$ cat src/rtl/alu_issue_pkg.sv
// Shared types and constants for the ALU issue unit: state encoding,
// default widths and reset values.
package alu_issue_pkg;

   localparam int W_DEF  = 4;
   localparam int AW_DEF = 3;
   localparam int OP_W   = 4;
   localparam int COND_W = 4;

   typedef enum logic [1:0] {
      IDLE  = 2'd0,
      ISSUE = 2'd1,
      WB    = 2'd2
   } state_e;

   localparam logic [OP_W-1:0]   OP_RST    = '0;
   localparam logic [COND_W-1:0] FLAGS_RST = '0;

endpackage

$ cat src/rtl/alu_issue_unit_regfile.sv
// Register file for the issue unit: 2**AW x W entries, two operand read
// ports, a debug read port and one write port; r0 is hardwired to zero.
module alu_issue_regfile
   import alu_issue_pkg::*;
#(
   parameter int W  = W_DEF,
   parameter int AW = AW_DEF
) (
   input  logic          clk,
   input  logic          rst_n,
   input  logic          we_i,
   input  logic [AW-1:0] waddr_i,
   input  logic [W-1:0]  wdata_i,
   input  logic [AW-1:0] raddr_a_i,
   output logic [W-1:0]  rdata_a_o,
   input  logic [AW-1:0] raddr_b_i,
   output logic [W-1:0]  rdata_b_o,
   input  logic [AW-1:0] dbg_addr_i,
   output logic [W-1:0]  dbg_data_o
);

   localparam int NREG = 2**AW;

   logic [W-1:0] mem_q [NREG];

   always_ff @(posedge clk) begin
      if (!rst_n) begin
         for (int i = 0; i < NREG; i++) begin
            mem_q[i] <= '0;
         end
      end else if (we_i && (waddr_i != '0)) begin
         mem_q[waddr_i] <= wdata_i;
      end
   end

   // r0 is forced on every read port so it never depends on storage contents.
   assign rdata_a_o  = (raddr_a_i  == '0) ? '0 : mem_q[raddr_a_i];
   assign rdata_b_o  = (raddr_b_i  == '0) ? '0 : mem_q[raddr_b_i];
   assign dbg_data_o = (dbg_addr_i == '0) ? '0 : mem_q[dbg_addr_i];

endmodule

$ cat src/rtl/alu_issue_unit.sv
// Three-state issue unit: reads operands from the register file, drives an
// external ALU for one cycle, then writes the result back and pulses done.
//
//   state | meaning
//   IDLE  | ready for an instruction; alu_* hold last issued values
//   ISSUE | operands presented to ALU; result and flags captured at exit
//   WB    | writeback visible, done pulses, returns to IDLE
module alu_issue_unit
   import alu_issue_pkg::*;
#(
   parameter int W  = W_DEF,
   parameter int AW = AW_DEF
) (
   input  logic              clk,
   input  logic              rst_n,
   input  logic              in_valid,
   output logic              in_ready,
   input  logic [OP_W-1:0]   in_op,
   input  logic [AW-1:0]     in_rd,
   input  logic [AW-1:0]     in_rs1,
   input  logic [AW-1:0]     in_rs2,
   input  logic              in_imm_en,
   input  logic [W-1:0]      in_imm,
   output logic [W-1:0]      alu_a,
   output logic [W-1:0]      alu_b,
   output logic [OP_W-1:0]   alu_op,
   input  logic [W-1:0]      alu_c,
   input  logic [COND_W-1:0] alu_cond,
   output logic [COND_W-1:0] flags,
   output logic              busy,
   output logic              done,
   input  logic [AW-1:0]     dbg_addr,
   output logic [W-1:0]      dbg_data
);

   state_e              state_q;
   logic [W-1:0]        alu_a_q;
   logic [W-1:0]        alu_b_q;
   logic [OP_W-1:0]     alu_op_q;
   logic [AW-1:0]       rd_q;
   logic [COND_W-1:0]   flags_q;
   logic                done_q;

   logic [W-1:0]        rs1_data;
   logic [W-1:0]        rs2_data;
   logic [W-1:0]        opb_d;
   logic                rf_we;

   alu_issue_regfile #(
      .W  (W),
      .AW (AW)
   ) u_regfile (
      .clk        (clk),
      .rst_n      (rst_n),
      .we_i       (rf_we),
      .waddr_i    (rd_q),
      .wdata_i    (alu_c),
      .raddr_a_i  (in_rs1),
      .rdata_a_o  (rs1_data),
      .raddr_b_i  (in_rs2),
      .rdata_b_o  (rs2_data),
      .dbg_addr_i (dbg_addr),
      .dbg_data_o (dbg_data)
   );

   assign opb_d = in_imm_en ? in_imm : rs2_data;

   // Writeback happens at the edge that closes ISSUE; a reset at that edge
   // wins inside the register file, so an aborted op leaves no trace.
   assign rf_we = (state_q == ISSUE);

   always_ff @(posedge clk) begin
      if (!rst_n) begin
         state_q  <= IDLE;
         alu_a_q  <= '0;
         alu_b_q  <= '0;
         alu_op_q <= OP_RST;
         rd_q     <= '0;
         flags_q  <= FLAGS_RST;
         done_q   <= 1'b0;
      end else begin
         case (state_q)
            IDLE: begin
               done_q <= 1'b0;
               if (in_valid) begin
                  alu_a_q  <= rs1_data;
                  alu_b_q  <= opb_d;
                  alu_op_q <= in_op;
                  rd_q     <= in_rd;
                  state_q  <= ISSUE;
               end
            end
            ISSUE: begin
               flags_q <= alu_cond;
               done_q  <= 1'b1;
               state_q <= WB;
            end
            WB: begin
               done_q  <= 1'b0;
               state_q <= IDLE;
            end
            default: begin
               done_q  <= 1'b0;
               state_q <= IDLE;
            end
         endcase
      end
   end

   assign in_ready = (state_q == IDLE);
   assign busy     = (state_q != IDLE);
   assign done     = done_q;
   assign alu_a    = alu_a_q;
   assign alu_b    = alu_b_q;
   assign alu_op   = alu_op_q;
   assign flags    = flags_q;

endmodule

$ cat config.mk
export PLATFORM = sky130hd
export DESIGN_NAME = alu_issue_unit
export DESIGN_NICKNAME = d
export VERILOG_FILES = /design/src/rtl/alu_issue_pkg.sv /design/src/rtl/alu_issue_unit_regfile.sv /design/src/rtl/alu_issue_unit.sv
export SDC_FILE = /design/constraint.sdc
export NUM_CORES = 1
export LEC_CHECK = 0
export CAP_MARGIN = 25
export CORE_MARGIN = 5
export CORE_UTILIZATION = 35
export DETAILED_ROUTE_END_ITERATION = 8
export PLACE_DENSITY = 0.61
export SLEW_MARGIN = 20
export SYNTH_ARGS = -nofsm -noshare
export SYNTH_HDL_FRONTEND = slang
export SYNTH_SLANG_ARGS = --single-unit
$ cat constraint.sdc
create_clock -name clk -period 1.3 [get_ports clk]
set_input_delay 0.195 -clock clk [delete_from_list [all_inputs] [get_ports clk]]
set_output_delay 0.195 -clock clk [all_outputs]
set_load 0.1 [all_outputs]
==> out/summary.txt <==
clock sinks: 54
EDFF count, synth: 32
Nets: 403
Max H-tree Level: 2
DP Wirelength: 6230 microns
starting density of the core: 36.3%
via count: 2373
Fmax: 549 MHz
Crit. End Element: output port
Hold Crit Class: in -> reg
worst slew margin relative to its limit: 65.8%
CTS Hold Bufs: 0
die extent in x: 100 microns
routed len/inst: 16.8 microns
DIE HEIGHT: 100 microns
CP required: 1.11 ns
period utilisation layout: 140%
GPL Wtd Cong: 0.940
max-slew violations: 0
largest net degree at the start of global routing: 19
Yosys warning total: 0
status: finished, violations left
worst-skew pair later-pin latency: 0.30 ns
Final Hold Viols: 0
initial DRC count: 89
CTS tree: built
failing checks: setup timing
synthesized area: 0.00283 sq mm
Max-Cap Viols: 0
first-pass GRT wire length: 12800 microns
synthesized instance count: 253
Ports: 55
vias in the first global route: 2464
Avg Cell Area, Syn: 11.2 sq um
residual DRC count: 0
Max clock buf depth: 2
Worst Slack Setup Final: -0.522 ns
via-per-instance ratio: 5.01
number of buffers added on ports: 54
Final TNS setup: -3.13 ns
worst slew pin tran: 0.513 ns
share of post-route cells with drive strength above 1: 46.8%
Synth-to-Final Area Change: 67.5%
diode count: 0
clock root buffer: clkbuf_8
pwr dens: 900 mW/mm^2
largest delay contributor family on the critical path: multiplexers
Yosys cell types: 37
Bufs and invs on worst path: 1
ys async rst share: 0%
full die area: 0.0100 sq mm
crit-path cells: mux4_2 -> nor2_4 -> a221oi_4 -> buf_12
critical path class: reg -> out
Routed Antenna Nets: 0
crit start category: register
Setup Skew: 0.00683 ns
initial antenna violation count: 0
Critical Path AT: 1.63 ns
Inserted Clock Buffers: 5
sequential fraction of the synthesis area: 49.4%
max incr delay on CP: 0.52 ns
Seq cells post-synth: 54
final WL: 7970 microns
Synth Flop Type: edfxtp_1
slowest library cell on the worst path: mux4_2
min cycle time layout: 1.82 ns
Core Area: 0.00781 sq mm
total track usage: 16.5%
post-placement setup slack: -0.678 ns
critical-path maximum fanout: 2
Row Count: 32
Area contributors post-synth: edfxtp_1 34%, dfxtp_1 16%, mux4_2 7.2%, mux2i_1 6.7%, and2_1 6.2%
RSZ-0062 raised after global routing: yes
largest area contributor in the netlist: edfxtp_1
# setup viols final: 27
GRT Residual Overflow: 0
top-area cell type share of the netlist area: 33.9%
P_leak: 0.00189 uW
clock-pin slew on the worst setup and hold paths: 0.09 ns
Peak VDD IR: 424 uV
Pre-antenna DRT Iters: 4
## sequential cells by signal, summed over array words and instances, names as in the netlist
register	cells
u_regfile.mem_q	32
alu_op	4
alu_b	4
done	1
rd_q	3
flags	4
state_q	2
alu_a	4
## metal layers
| metal | vias to the layer above | routed length [microns] | global-route usage (%) |
|---|---|---|---|
| met3 | 15 | 375 | 2.85 |
| met4 | 0 | 170 | 5.91 |
| met5 | - | 0 | 0 |
| met2 | 59 | 4130 | 27.4 |
| li1 | 1152 | - | - |
| met1 | 1147 | 3290 | 21.6 |
## report_power, final
part           internal, uW  total [uW]  switching (uW)  leakage [uW]
sequential             1890        1980            91.6      0.000512
clock                   384         895             511     0.0000395
combinational           633        1390             762       0.00134
total                  2910        4270            1360       0.00189
## cell usage in the layout, fill, tap and decap left out, types with 3 or more instances in the layout
cell             synthesis  routed
nand2_4                  0       3
buf_4                    3      46
o21ai_1                  2       9
dlygate4sd2_1            0       7
edfxtp_1                32      32
nand2_1                 37      34
buf_12                   0      26
buf_6                    2      18
nor2_4                   0       7
a21oi_1                 15      12
a221oi_4                 0       5
nor2b_1                  7       7
and2_4                   0      11
a21oi_2                  1       4
mux2_4                   0       3
nand2b_4                 0       6
and2_1                  28      17
clkbuf_1                 4       3
mux2i_1                 19      19
inv_1                    4       3
dfxtp_1                 22      16
conb_1                   1       4
clkbuf_8                 0       5
nor3_4                   0       3
dfxtp_4                  0       5
o21ai_2                  0       3
mux4_2                   9      12
clkdlybuf4s50_1          0      24
## repair_timing
action	in CTS	in global routing
cloned	1	0
setup endpoints to repair	46	57
pin swaps	11	14
hold endpoints to repair	0	0
setup buffers	4	8
gates resized for setup	40	40
## worst paths after layout
path | from | endpoint | slack, ns | depth (start not counted)
hold / removal | alu_cond[1] | flags[1] | 0.44 | 3
setup / recovery | u_regfile.mem_q[2][3] | dbg_data[3] | -0.52 | 4
hold reg to reg | alu_op[3] | alu_op[3] | 0.49 | 2
setup reg to reg | u_regfile.mem_q[3][2] | alu_b[2] | -0.18 | 5
## logic make-up (layout without fill, tap and decap cells)
| family | after synthesis | in the layout | synth area share (%) |
|---|---|---|---|
| AOI/OAI and AO/OA | 43 | 43 | 9.45 |
| other | 1 | 4 | 0.132 |
| muxes | 34 | 34 | 17.8 |
| DFF | 54 | 54 | 49.4 |
| and+or+nand+nor | 103 | 103 | 19.6 |
| buffers and inverters | 18 | 134 | 3.53 |
## layout make-up
type	instances	area, sq um
clock buffer	8	80.1
fill	645	3060
inverter	4	15.0
multi-input combinational	184	1700
sequential	54	1420
tap	102	128
timing repair buffer	122	1400
## cell usage after synthesis (all sizes together), types with 2 or more instances
library cell,instances
nand2,38
edfxtp,32
and2,28
dfxtp,22
mux2i,19
a21oi,16
o21ai,13
mux4,12
buf,10
nor2,9
a221oi,7
nor2b,7
nand2b,6
clkbuf,4
inv,4
mux2,3
nor3,3
o32ai,3
a32oi,2
and2b,2
and3,2
nand3b,2
nor4,2
or2,2
## stage by stage
stage	utilization (%)	hold slack (ns)	cells	cell area [sq um]	power, uW
after global routing	60.8	0.443	474	4750	4450
final	60.8	0.436	474	4750	4270
after CTS	58.3	0.432	468	4560	4260
after floorplan	-	0.320	256	3060	2750
after global placement	55.6	0.478	458	4340	3300
after detailed placement	55.6	0.483	458	4340	3320
## tightest hold or removal path: cells and delay by family
kind	cells	cell delay [ns]
buffers and inverters	1	0.40
and+or+nand+nor	1	0.06
AOI/OAI and AO/OA	1	0.05
(Power assumes the default switching activity.)
